--- config.mk ---
export PLATFORM = sky130hd
export DESIGN_NAME = ysyx_22051013_imem_port
export DESIGN_NICKNAME = d
export VERILOG_FILES = /design/src/rtl/ysyx_22051013_imem_pkg.sv /design/src/rtl/ysyx_22051013_imem_tmo.sv /design/src/rtl/ysyx_22051013_imem_port.sv
export SDC_FILE = /design/constraint.sdc
export NUM_CORES = 1
export LEC_CHECK = 0
export CORE_ASPECT_RATIO = 1.4
export CORE_MARGIN = 2
export CORE_UTILIZATION = 25
export DETAILED_ROUTE_END_ITERATION = 8
export RECOVER_POWER = 25
export SYNTH_ARGS = -nofsm -noshare
export SYNTH_HDL_FRONTEND = slang
export SYNTH_SLANG_ARGS = --single-unit
export TNS_END_PERCENT = 20
--- constraint.sdc ---
create_clock -name clk_i -period 2.2 [get_ports clk_i]
set_clock_uncertainty 0.1 [all_clocks]
set_input_delay 0.44 -clock clk_i [delete_from_list [all_inputs] [get_ports clk_i]]
set_output_delay 0.44 -clock clk_i [all_outputs]
set_load 0.01 [all_outputs]
--- src/rtl/ysyx_22051013_imem_pkg.sv ---
// Shared types and defaults for the instruction-fetch responder.
// Latency: n/a (types, constants and pure helper functions only).
// Backpressure: n/a.
package ysyx_22051013_imem_pkg;

    localparam int PC_W_DEF    = 64;
    localparam int DATA_W_DEF  = 64;
    localparam int TIMEOUT_DEF = 255;
    localparam int TMO_W       = 8;

    typedef enum logic [2:0] {
        ST_IDLE      = 3'd0,
        ST_WAIT_GNT  = 3'd1,
        ST_WAIT_DATA = 3'd2,
        ST_DROP      = 3'd3,
        ST_HOLD      = 3'd4
    } imem_state_e;

    // Fetch addresses must be 4-byte aligned; bits [1:0] must be zero.
    function automatic logic pc_misaligned(input logic [1:0] pc_lo);
        return pc_lo != 2'b00;
    endfunction

    // States in which the bus-wait timeout counter runs.
    function automatic logic is_tmo_state(input imem_state_e s);
        return (s == ST_WAIT_GNT) || (s == ST_WAIT_DATA) || (s == ST_DROP);
    endfunction

endpackage

--- src/rtl/ysyx_22051013_imem_tmo.sv ---
// Saturating bus-wait timeout counter with clear/enable and expiry flag.
// Latency: expired_o is combinational on the count, asserted in the LIMIT-th enabled cycle.
// Backpressure: none; the counter sticks at all-ones and never wraps.
module ysyx_22051013_imem_tmo #(
    parameter int          W     = 8,
    parameter int unsigned LIMIT = 255
) (
    input  logic clk_i,
    input  logic rst_ni,
    input  logic clr_i,
    input  logic en_i,
    output logic expired_o
);

    // Value held during the last permitted cycle; the increment out of it reaches LIMIT.
    localparam logic [W-1:0] LAST = W'(LIMIT - 1);

    logic [W-1:0] cnt_q;
    logic [W-1:0] cnt_d;

    // Next count: clear wins, otherwise count up while enabled and not saturated.
    always_comb begin
        cnt_d = cnt_q;
        if (clr_i) begin
            cnt_d = '0;
        end else if (en_i && (cnt_q != '1)) begin
            cnt_d = cnt_q + W'(1);
        end
    end

    // Count register.
    always_ff @(posedge clk_i or negedge rst_ni) begin
        if (!rst_ni) begin
            cnt_q <= '0;
        end else begin
            cnt_q <= cnt_d;
        end
    end

    assign expired_o = en_i && (cnt_q >= LAST);

endmodule

--- src/rtl/ysyx_22051013_imem_port.sv ---
// Instruction-fetch responder: one memory transaction per accepted PC, flush-safe.
// Latency: 3 cycles accept->resp_valid with gnt on first mem_req cycle and rvalid next; misaligned 1 cycle.
// Backpressure: response held in HOLD until resp_ready; req_ready only in IDLE or HOLD&resp_ready, never under flush.
module ysyx_22051013_imem_port
    import ysyx_22051013_imem_pkg::*;
#(
    parameter int PC_W    = PC_W_DEF,
    parameter int DATA_W  = DATA_W_DEF,
    parameter int TIMEOUT = TIMEOUT_DEF
) (
    input  logic              clk_i,
    input  logic              rst_ni,
    input  logic              req_valid_i,
    output logic              req_ready_o,
    input  logic [PC_W-1:0]   req_pc_i,
    input  logic              flush_i,
    output logic              resp_valid_o,
    input  logic              resp_ready_i,
    output logic [PC_W-1:0]   resp_pc_o,
    output logic [DATA_W-1:0] resp_inst_o,
    output logic              resp_err_o,
    output logic              mem_req_o,
    output logic [PC_W-1:0]   mem_addr_o,
    input  logic              mem_gnt_i,
    input  logic              mem_rvalid_i,
    input  logic [DATA_W-1:0] mem_rdata_i,
    input  logic              mem_err_i
);

    imem_state_e       state_q, state_d;
    logic [PC_W-1:0]   resp_pc_q, resp_pc_d;
    logic [DATA_W-1:0] resp_inst_q, resp_inst_d;
    logic              resp_err_q, resp_err_d;
    logic [PC_W-1:0]   mem_addr_q, mem_addr_d;

    logic req_rdy;
    logic accept;
    logic tmo_clr;
    logic tmo_en;
    logic tmo_exp;

    assign req_rdy = ((state_q == ST_IDLE) || ((state_q == ST_HOLD) && resp_ready_i)) && !flush_i;
    assign accept  = req_valid_i && req_rdy;

    // Counter runs in the bus-wait states and restarts whenever one of them is freshly entered.
    assign tmo_en  = is_tmo_state(state_q);
    assign tmo_clr = (state_d != state_q) && is_tmo_state(state_d);

    ysyx_22051013_imem_tmo #(
        .W     (TMO_W),
        .LIMIT (TIMEOUT)
    ) u_tmo (
        .clk_i     (clk_i),
        .rst_ni    (rst_ni),
        .clr_i     (tmo_clr),
        .en_i      (tmo_en),
        .expired_o (tmo_exp)
    );

    // Next-state and payload: flush first, then bus events, then timeout; accept overrides last.
    always_comb begin
        state_d     = state_q;
        resp_pc_d   = resp_pc_q;
        resp_inst_d = resp_inst_q;
        resp_err_d  = resp_err_q;
        mem_addr_d  = mem_addr_q;

        case (state_q)
            ST_IDLE: begin
                state_d = ST_IDLE;
            end
            ST_WAIT_GNT: begin
                if (flush_i) begin
                    // A grant in the flush cycle means the beat is owed; drain it.
                    state_d = mem_gnt_i ? ST_DROP : ST_IDLE;
                end else if (mem_gnt_i) begin
                    state_d = ST_WAIT_DATA;
                end else if (tmo_exp) begin
                    state_d     = ST_HOLD;
                    resp_err_d  = 1'b1;
                    resp_inst_d = '0;
                end
            end
            ST_WAIT_DATA: begin
                if (flush_i) begin
                    // Data arriving with the flush is simply discarded.
                    state_d = mem_rvalid_i ? ST_IDLE : ST_DROP;
                end else if (mem_rvalid_i) begin
                    state_d     = ST_HOLD;
                    resp_inst_d = mem_rdata_i;
                    resp_err_d  = mem_err_i;
                end else if (tmo_exp) begin
                    state_d     = ST_HOLD;
                    resp_err_d  = 1'b1;
                    resp_inst_d = '0;
                end
            end
            ST_DROP: begin
                if (mem_rvalid_i || tmo_exp) begin
                    state_d = ST_IDLE;
                end
            end
            ST_HOLD: begin
                if (flush_i || resp_ready_i) begin
                    state_d = ST_IDLE;
                end
            end
            default: begin
                state_d = ST_IDLE;
            end
        endcase

        // req_rdy already excludes flush, so an accept never fights a flush decision.
        if (accept) begin
            resp_pc_d  = req_pc_i;
            mem_addr_d = {req_pc_i[PC_W-1:3], 3'b000};
            if (pc_misaligned(req_pc_i[1:0])) begin
                state_d     = ST_HOLD;
                resp_err_d  = 1'b1;
                resp_inst_d = '0;
            end else begin
                state_d     = ST_WAIT_GNT;
                resp_err_d  = 1'b0;
                resp_inst_d = '0;
            end
        end
    end

    // State and payload registers.
    always_ff @(posedge clk_i or negedge rst_ni) begin
        if (!rst_ni) begin
            state_q     <= ST_IDLE;
            resp_pc_q   <= '0;
            resp_inst_q <= '0;
            resp_err_q  <= 1'b0;
            mem_addr_q  <= '0;
        end else begin
            state_q     <= state_d;
            resp_pc_q   <= resp_pc_d;
            resp_inst_q <= resp_inst_d;
            resp_err_q  <= resp_err_d;
            mem_addr_q  <= mem_addr_d;
        end
    end

    assign req_ready_o  = req_rdy;
    assign resp_valid_o = (state_q == ST_HOLD);
    assign mem_req_o    = (state_q == ST_WAIT_GNT);
    assign resp_pc_o    = resp_pc_q;
    assign resp_inst_o  = resp_inst_q;
    assign resp_err_o   = resp_err_q;
    assign mem_addr_o   = mem_addr_q;

endmodule
After elaboration in Yosys (flattened, before gate mapping)
Cells that the tools add are included.

Add/sub/neg operators: 1. $lt $le $gt $ge: 1. Eq/ne operators: 12. Muxes and demuxes: 29. Reductions and logical operators: 19.

Operator list (number): 2-to-1 mux 64 bit (6); case mux 64 bit (2 select lines) (1); 2-to-1 mux 3 bit (9); 2-to-1 mux 8 bit (2); equality test 3 x 2 -> 1 bit (second input constant) (4); case mux 3 bit (4 select lines) (1); adder 8 x 1 -> 8 bit (second input constant) (1); >= comparator 8 bit (second input constant) (1); != test 8 bit (second input constant) (1); logical OR 1 bit (7); 2-to-1 mux 1 bit (7); equality test 3 x 1 -> 1 bit (second input constant) (2); logical AND 1 bit (6); != test 3 x 2 -> 1 bit (second input constant) (2); 2-to-1 mux 2 bit (2); AND reduction 4 bit (1); nonzero test 2 bit (2); equality test 3 bit (second input constant) (1); logical NOT 3 bit (1); != test 3 bit (1); != test 3 bit (second input constant) (1); nonzero test 3 bit (1); case mux 1 bit (2 select lines) (1); logical NOT 1 bit (1).

Register bits: 201. Bits of input ports: 136. Logic and storage cells: 68.

Depth between registers and ports, before layout
Depth after elaboration: 14. Mapped depth: 8.

Hierarchy
Synthesis repeated with hierarchy kept, for this count alone.

Cells, all modules: 449. Area, all modules: 6124.6 µm².

Modules (own cells, without submodules): ysyx_22051013_imem_port (times used 1, cells an instance 397, area each 5594.1 µm², sequential area each 3303.2 µm²); ysyx_22051013_imem_tmo (times used 1, cells an instance 52, area each 530.5 µm², sequential area each 200.2 µm²).

Worst setup path before layout
OpenSTA, ideal clock, no wires.

Path kind: reg2reg. Start point: register state_q[2]. End point: register u_tmo.cnt_q[0]. Setup time: 0.136 ns. Data arrival time: 1.833 ns. Slack: 0.131 ns. Cell stages (with the launch flop): 7. Path buffers: 1. Clock period less this slack: 2.069 ns. Cells stage by stage: dfrtp_1 > buf_6 > o21bai_4 > or4_4 > o2bb2ai_2 > a311oi_4 > a21oi_1.

Longest elaborated chain between the ends: 14. Elaborated cells between the ends (all ways): 32. Those cells by class: eq/ne (8); mux (10); reduce/logical (14).

Ends and longest elaborated chain: start, declared (RTL line ysyx_22051013_imem_port.sv:30) `imem_state_e state_q, state_d;`; start signal, assigned (RTL line ysyx_22051013_imem_port.sv:138) `state_q <= state_d;`; equality test 3 x 1 -> 1 bit or equality test 3 x 2 -> 1 bit (tied branches) (RTL line ysyx_22051013_imem_pkg.sv:26, ysyx_22051013_imem_port.sv:68); logical OR 1 bit (2 in series) (RTL line ysyx_22051013_imem_pkg.sv:26) `return (s == ST_WAIT_GNT) || (s == ST_WAIT_DATA) || (s == ST_DROP);`; logical AND 1 bit (RTL line ysyx_22051013_imem_tmo.sv:40) `assign expired_o = en_i && (cnt_q >= LAST);`; 2-to-1 mux 3 bit (RTL line ysyx_22051013_imem_port.sv:78, ysyx_22051013_imem_port.sv:92); 2-to-1 mux 3 bit, on equally long branches (RTL line ysyx_22051013_imem_port.sv:88, ysyx_22051013_imem_port.sv:76); 2-to-1 mux 3 bit, on equally long branches (RTL line ysyx_22051013_imem_port.sv:85, ysyx_22051013_imem_port.sv:73); case mux 3 bit (4 select lines) (RTL line ysyx_22051013_imem_port.sv:68) `case (state_q)`; 2-to-1 mux 3 bit (RTL line ysyx_22051013_imem_port.sv:114) `if (accept) begin`; equality test 3 x 1 -> 1 bit or equality test 3 x 2 -> 1 bit (tied branches) (RTL line ysyx_22051013_imem_pkg.sv:26); logical OR 1 bit (2 in series) (RTL line ysyx_22051013_imem_pkg.sv:26); logical AND 1 bit (RTL line ysyx_22051013_imem_port.sv:47) `assign tmo_clr = (state_d != state_q) && is_tmo_state(state_d);`; 2-to-1 mux 8 bit or nonzero test 2 bit (tied branches); end signal, assigned (RTL line ysyx_22051013_imem_tmo.sv:36) `cnt_q <= cnt_d;`; end, declared (RTL line ysyx_22051013_imem_tmo.sv:18) `logic [W-1:0] cnt_q;`.

Several ways; a longest one is shown, not always the timed one. A chain may end at the register's enable or synchronous reset.

Worst setup path in the final report
Start point: register state_q[1]. End point: output req_ready_o.

Longest elaborated chain between the ends: 4. Elaborated cells between the ends (all ways): 5. Those cells by class: eq/ne (1); reduce/logical (4).

Ends and longest elaborated chain: equality test 3 bit (RTL line ysyx_22051013_imem_port.sv:42) `assign req_rdy = ((state_q == ST_IDLE) || ((state_q == ST_HOLD) && resp_ready_i)) && !flush_i;`; logical AND 1 bit (RTL line ysyx_22051013_imem_port.sv:42); logical OR 1 bit (*) (RTL line ysyx_22051013_imem_port.sv:42); logical AND 1 bit (*) (RTL line ysyx_22051013_imem_port.sv:42); end, declared (RTL line ysyx_22051013_imem_port.sv:14) `output logic req_ready_o,`.

Mark *: on every way between the ends. The rest lies on a longest branch, timed or not.

==> impl_metrics.yaml <==
floorplanning:
  initial_core_util_pct: 25.3
  die_y_um: 188
  die-area_mm2: 0.0254
  core_area_mm2: 0.0238
  die_width_um: 135
  fp-row-count: 67
  ios: 332
worst_setup_path:
  cpMaxStageDelayCell: "dfrtp_2"
  start_kind: "flip-flop"
  rrSetupSlack_ns: 0.09
  cp_max_fo: 7
  timing.rr.end: "u_tmo.cnt_q[3]$_DFFE_PN0P_"
  cp-end-kind: "output port"
  worst-r2r-cell-count: 6
  critical_path.max_stage_delay_ns: 0.40
  r2r-start: "state_q[2]$_DFF_PN0_"
  crit_type: "flip-flop to output port"
  crit_chain: "buf_4 -> nor3_2 -> nor2b_1 -> dlygate4sd2_1"
  cp.required_ns: 1.66
  cp.arrival_ns: 1.57
yosys:
  synth_top_family_by_area: "simple AND/OR/NAND/NOR gates"
  post_synth.cell_area_avg_um2: 10.5
  ys.warnings.count: 0
  synthMuxAreaShare_pct: 0.499
  synth-adder-area-share_pct: 0.416
  synthSimpleGateAreaFrac_pct: 16.0
  ys_types: 46
  yosysTopAreaCellShare_pct: 58.2
  syn_inst: 573
  synth_area_mm2: 0.00602
  yosys-top-cells-area: "dfrtp_1 (58%), nand2_1 (12%), a22o_1 (9.3%)"
  synth_seq_cells: 140
  synth_xor_area_share_pct: 0.873
  yosysTopAreaCell: "dfrtp_1"
  seq_area_frac_synth_pct: 58.2
  synth_compound_area_share_pct: 13.4
hold_path:
  worstHoldPathCells: 2
  min_to: "resp_pc_o[1]$_DFFE_PN0P_"
  hp-class: "flip-flop to flip-flop"
  min_from: "resp_pc_o[1]$_DFFE_PN0P_"
sta:
  fin_crit_ns: 2.11
  fin_crit_sh_pct: 95.9
  setup_violations: 0
  worstMarginPinSlew_ns: 1.26
  fmax_ghz: 0.474
  grt_setup_unrepaired: "yes"
  hold_viol: 0
  maxSlewViolCount: 0
  setup_ws_ns: 0.0899
  relSlewSlack_pct: 16.0
finish:
  final_cells: 1204
  regArea_mm2: 0.00351
  fillers: 2347
  final_common_cell: "clkdlybuf4s50_1"
  multiInputGateArea_mm2: 0.00194
  utilization_pct: 42.6
  design_area_mm2: 0.0101
  drive_above_1_share_pct: 11.6
  nets: 1019
  area_growth_pct: 68.6
  n_antenna_cell: 0
  final_cell_mix: "clkdlybuf4s50_1 (324), nand2_1 (195), dfrtp_1 (138)"
global_route:
  antenna_found_initial: 0
  grt_pass1_wl_um: 28600
  grt_pass1_vias: 5234
  grt_max_degree: 64
  grt.total_usage_pct: 14.5
  grt-ovfl-total: 0
placed_design:
  portBuffers: 328
  pre_cts_ws_ns: -0.323
  hpwl_um: 13500
  dp.cells: 1169
  routabilityCongestion: 0.777
  postPlaceCellArea_mm2: 0.00953
clocking:
  clkLatencyLatePin_ns: 0.41
  clockBufferDepth: 2
  cts_tree: "yes"
  h-tree-depth: 4
  numClockSinks: 140
  cts_buffers: 17
  clk_pin_slew_ns: 0.06
  cts-root-buf: "clkbuf_16"
route:
  drtPass1Iterations: 4
  drt-wirelength-per-cell_um: 15.0
  vias: 5134
  drc: 0
  wirelength_um: 18100
  drt_iter0_drc: 135
  drtAntennaViolNets: 0
  viasPerCell: 4.26
pwr:
  p_total_mw: 7.87
  power_leakage_nw: 4.61
  ir_drop_mv: 0.484
  pwr_density_cell_mw_per_mm2: 775
outcome:
  status: "completed"
flow_run:
  maxCapViolations: 0
## critical path, delay by kind of cell (launching register included)
family	cells	cell delay [ns]
and+or+nand+nor	2	0.31
DFF	1	0.40
buffers and inverters	2	0.45
## where the power goes
| group | total [mW] | internal, mW | switching, mW | leakage (nW) |
|---|---|---|---|---|
| Sequential | 3.06 | 2.85 | 0.213 | 1.83 |
| Clock | 2.90 | 1.73 | 1.17 | 0.287 |
| Combinational | 1.91 | 1.13 | 0.777 | 2.49 |
## through the flow
stage                     hold slack [ns]  setup TNS [ns]
after CTS                           0.376               0
after detailed placement            0.354          -38.36
final                               0.371               0
after global placement              0.343          -35.35
after global routing                0.395        -0.00491
after floorplan                    0.0444               0
## cell type report
| type | count | share of cell area [%] |
|---|---|---|
| Timing Repair Buffer | 380 | 36.5 |
| Sequential cell | 140 | 34.5 |
| Multi-Input combinational cell | 339 | 19.1 |
| Clock buffer | 19 | 4.36 |
| Tap cell | 310 | 3.82 |
| Clock inverter | 13 | 1.50 |
| Inverter | 3 | 0.111 |
## routing by layer
metal | GRT usage [%] | up-vias | part of all wire, %
met5 | 0 | - | 0
met4 | 5.33 | 0 | 1.6
met3 | 5.03 | 16 | 8.8
met2 | 24.5 | 233 | 50
met1 | 16.9 | 2419 | 39
li1 | - | 2466 | -
## kinds of logic (layout without fill, tap and decap cells)
kind of cell / count (synthesis) / in the layout
simple gates: 233 / 233
flops: 140 / 140
buf+inv: 96 / 415
compound gates: 92 / 92
xor+xnor: 6 / 6
mux: 3 / 3
fa+ha+maj: 2 / 2
other cells: 1 / 3
## worst max path at each step
stage	startpoint	to	slack (ns)	cells past startpoint
after floorplan	state_q[2]$_DFF_PN0_	u_tmo.cnt_q[0]$_DFFE_PN0P_	0.13	6
after global placement	resp_ready_i	resp_pc_o[10]$_DFFE_PN0P_	-0.31	6
after detailed placement	flush_i	resp_pc_o[27]$_DFFE_PN0P_	-0.32	6
after CTS	state_q[2]$_DFF_PN0_	u_tmo.cnt_q[1]$_DFFE_PN0P_	0.04	6
after global routing	state_q[1]$_DFF_PN0_	req_ready_o	-0.005	4
final	state_q[1]$_DFF_PN0_	req_ready_o	0.09	4
## synth_stat cells, drive strengths merged
cell type	number
xnor2	5
mux2i	3
o22ai	1
dfrtp	140
conb	1
nand2	195
and2b	2
a22o	65
a41o	1
nor2b	6
o32ai	1
a21boi	1
nand4	2
o41a	1
nor2	11
a21o	1
nor4	1
a311oi	1
nand3	4
nand2b	2
xor2	1
a21oi	11
o21bai	1
nand4bb	1
nor3	2
and4	2
o21a	1
clkbuf	8
inv	3
ha	2
o21ai	3
buf	85
nor3b	1
a22oi	1
or4	2
a221oi	1
a2111oi	1
o2bb2ai	1
and2	2
## repair_timing
action / CTS / global route
hold buffers: 1 / 0
hold endpoints to repair: 47 / 0
endpoints found under the setup margin: 3 / 16
pin swaps: 0 / 0
buffers inserted: 2 / 0
gates cloned: 0 / 0
gates resized for setup: 7 / 5
## flip-flops by register name (all words and copies together) (netlist names)
register	cells
state_q	3
u_tmo.cnt_q	8
resp_inst_o	64
resp_pc_o	64
resp_err_o	1
(Power assumes the default switching activity.)
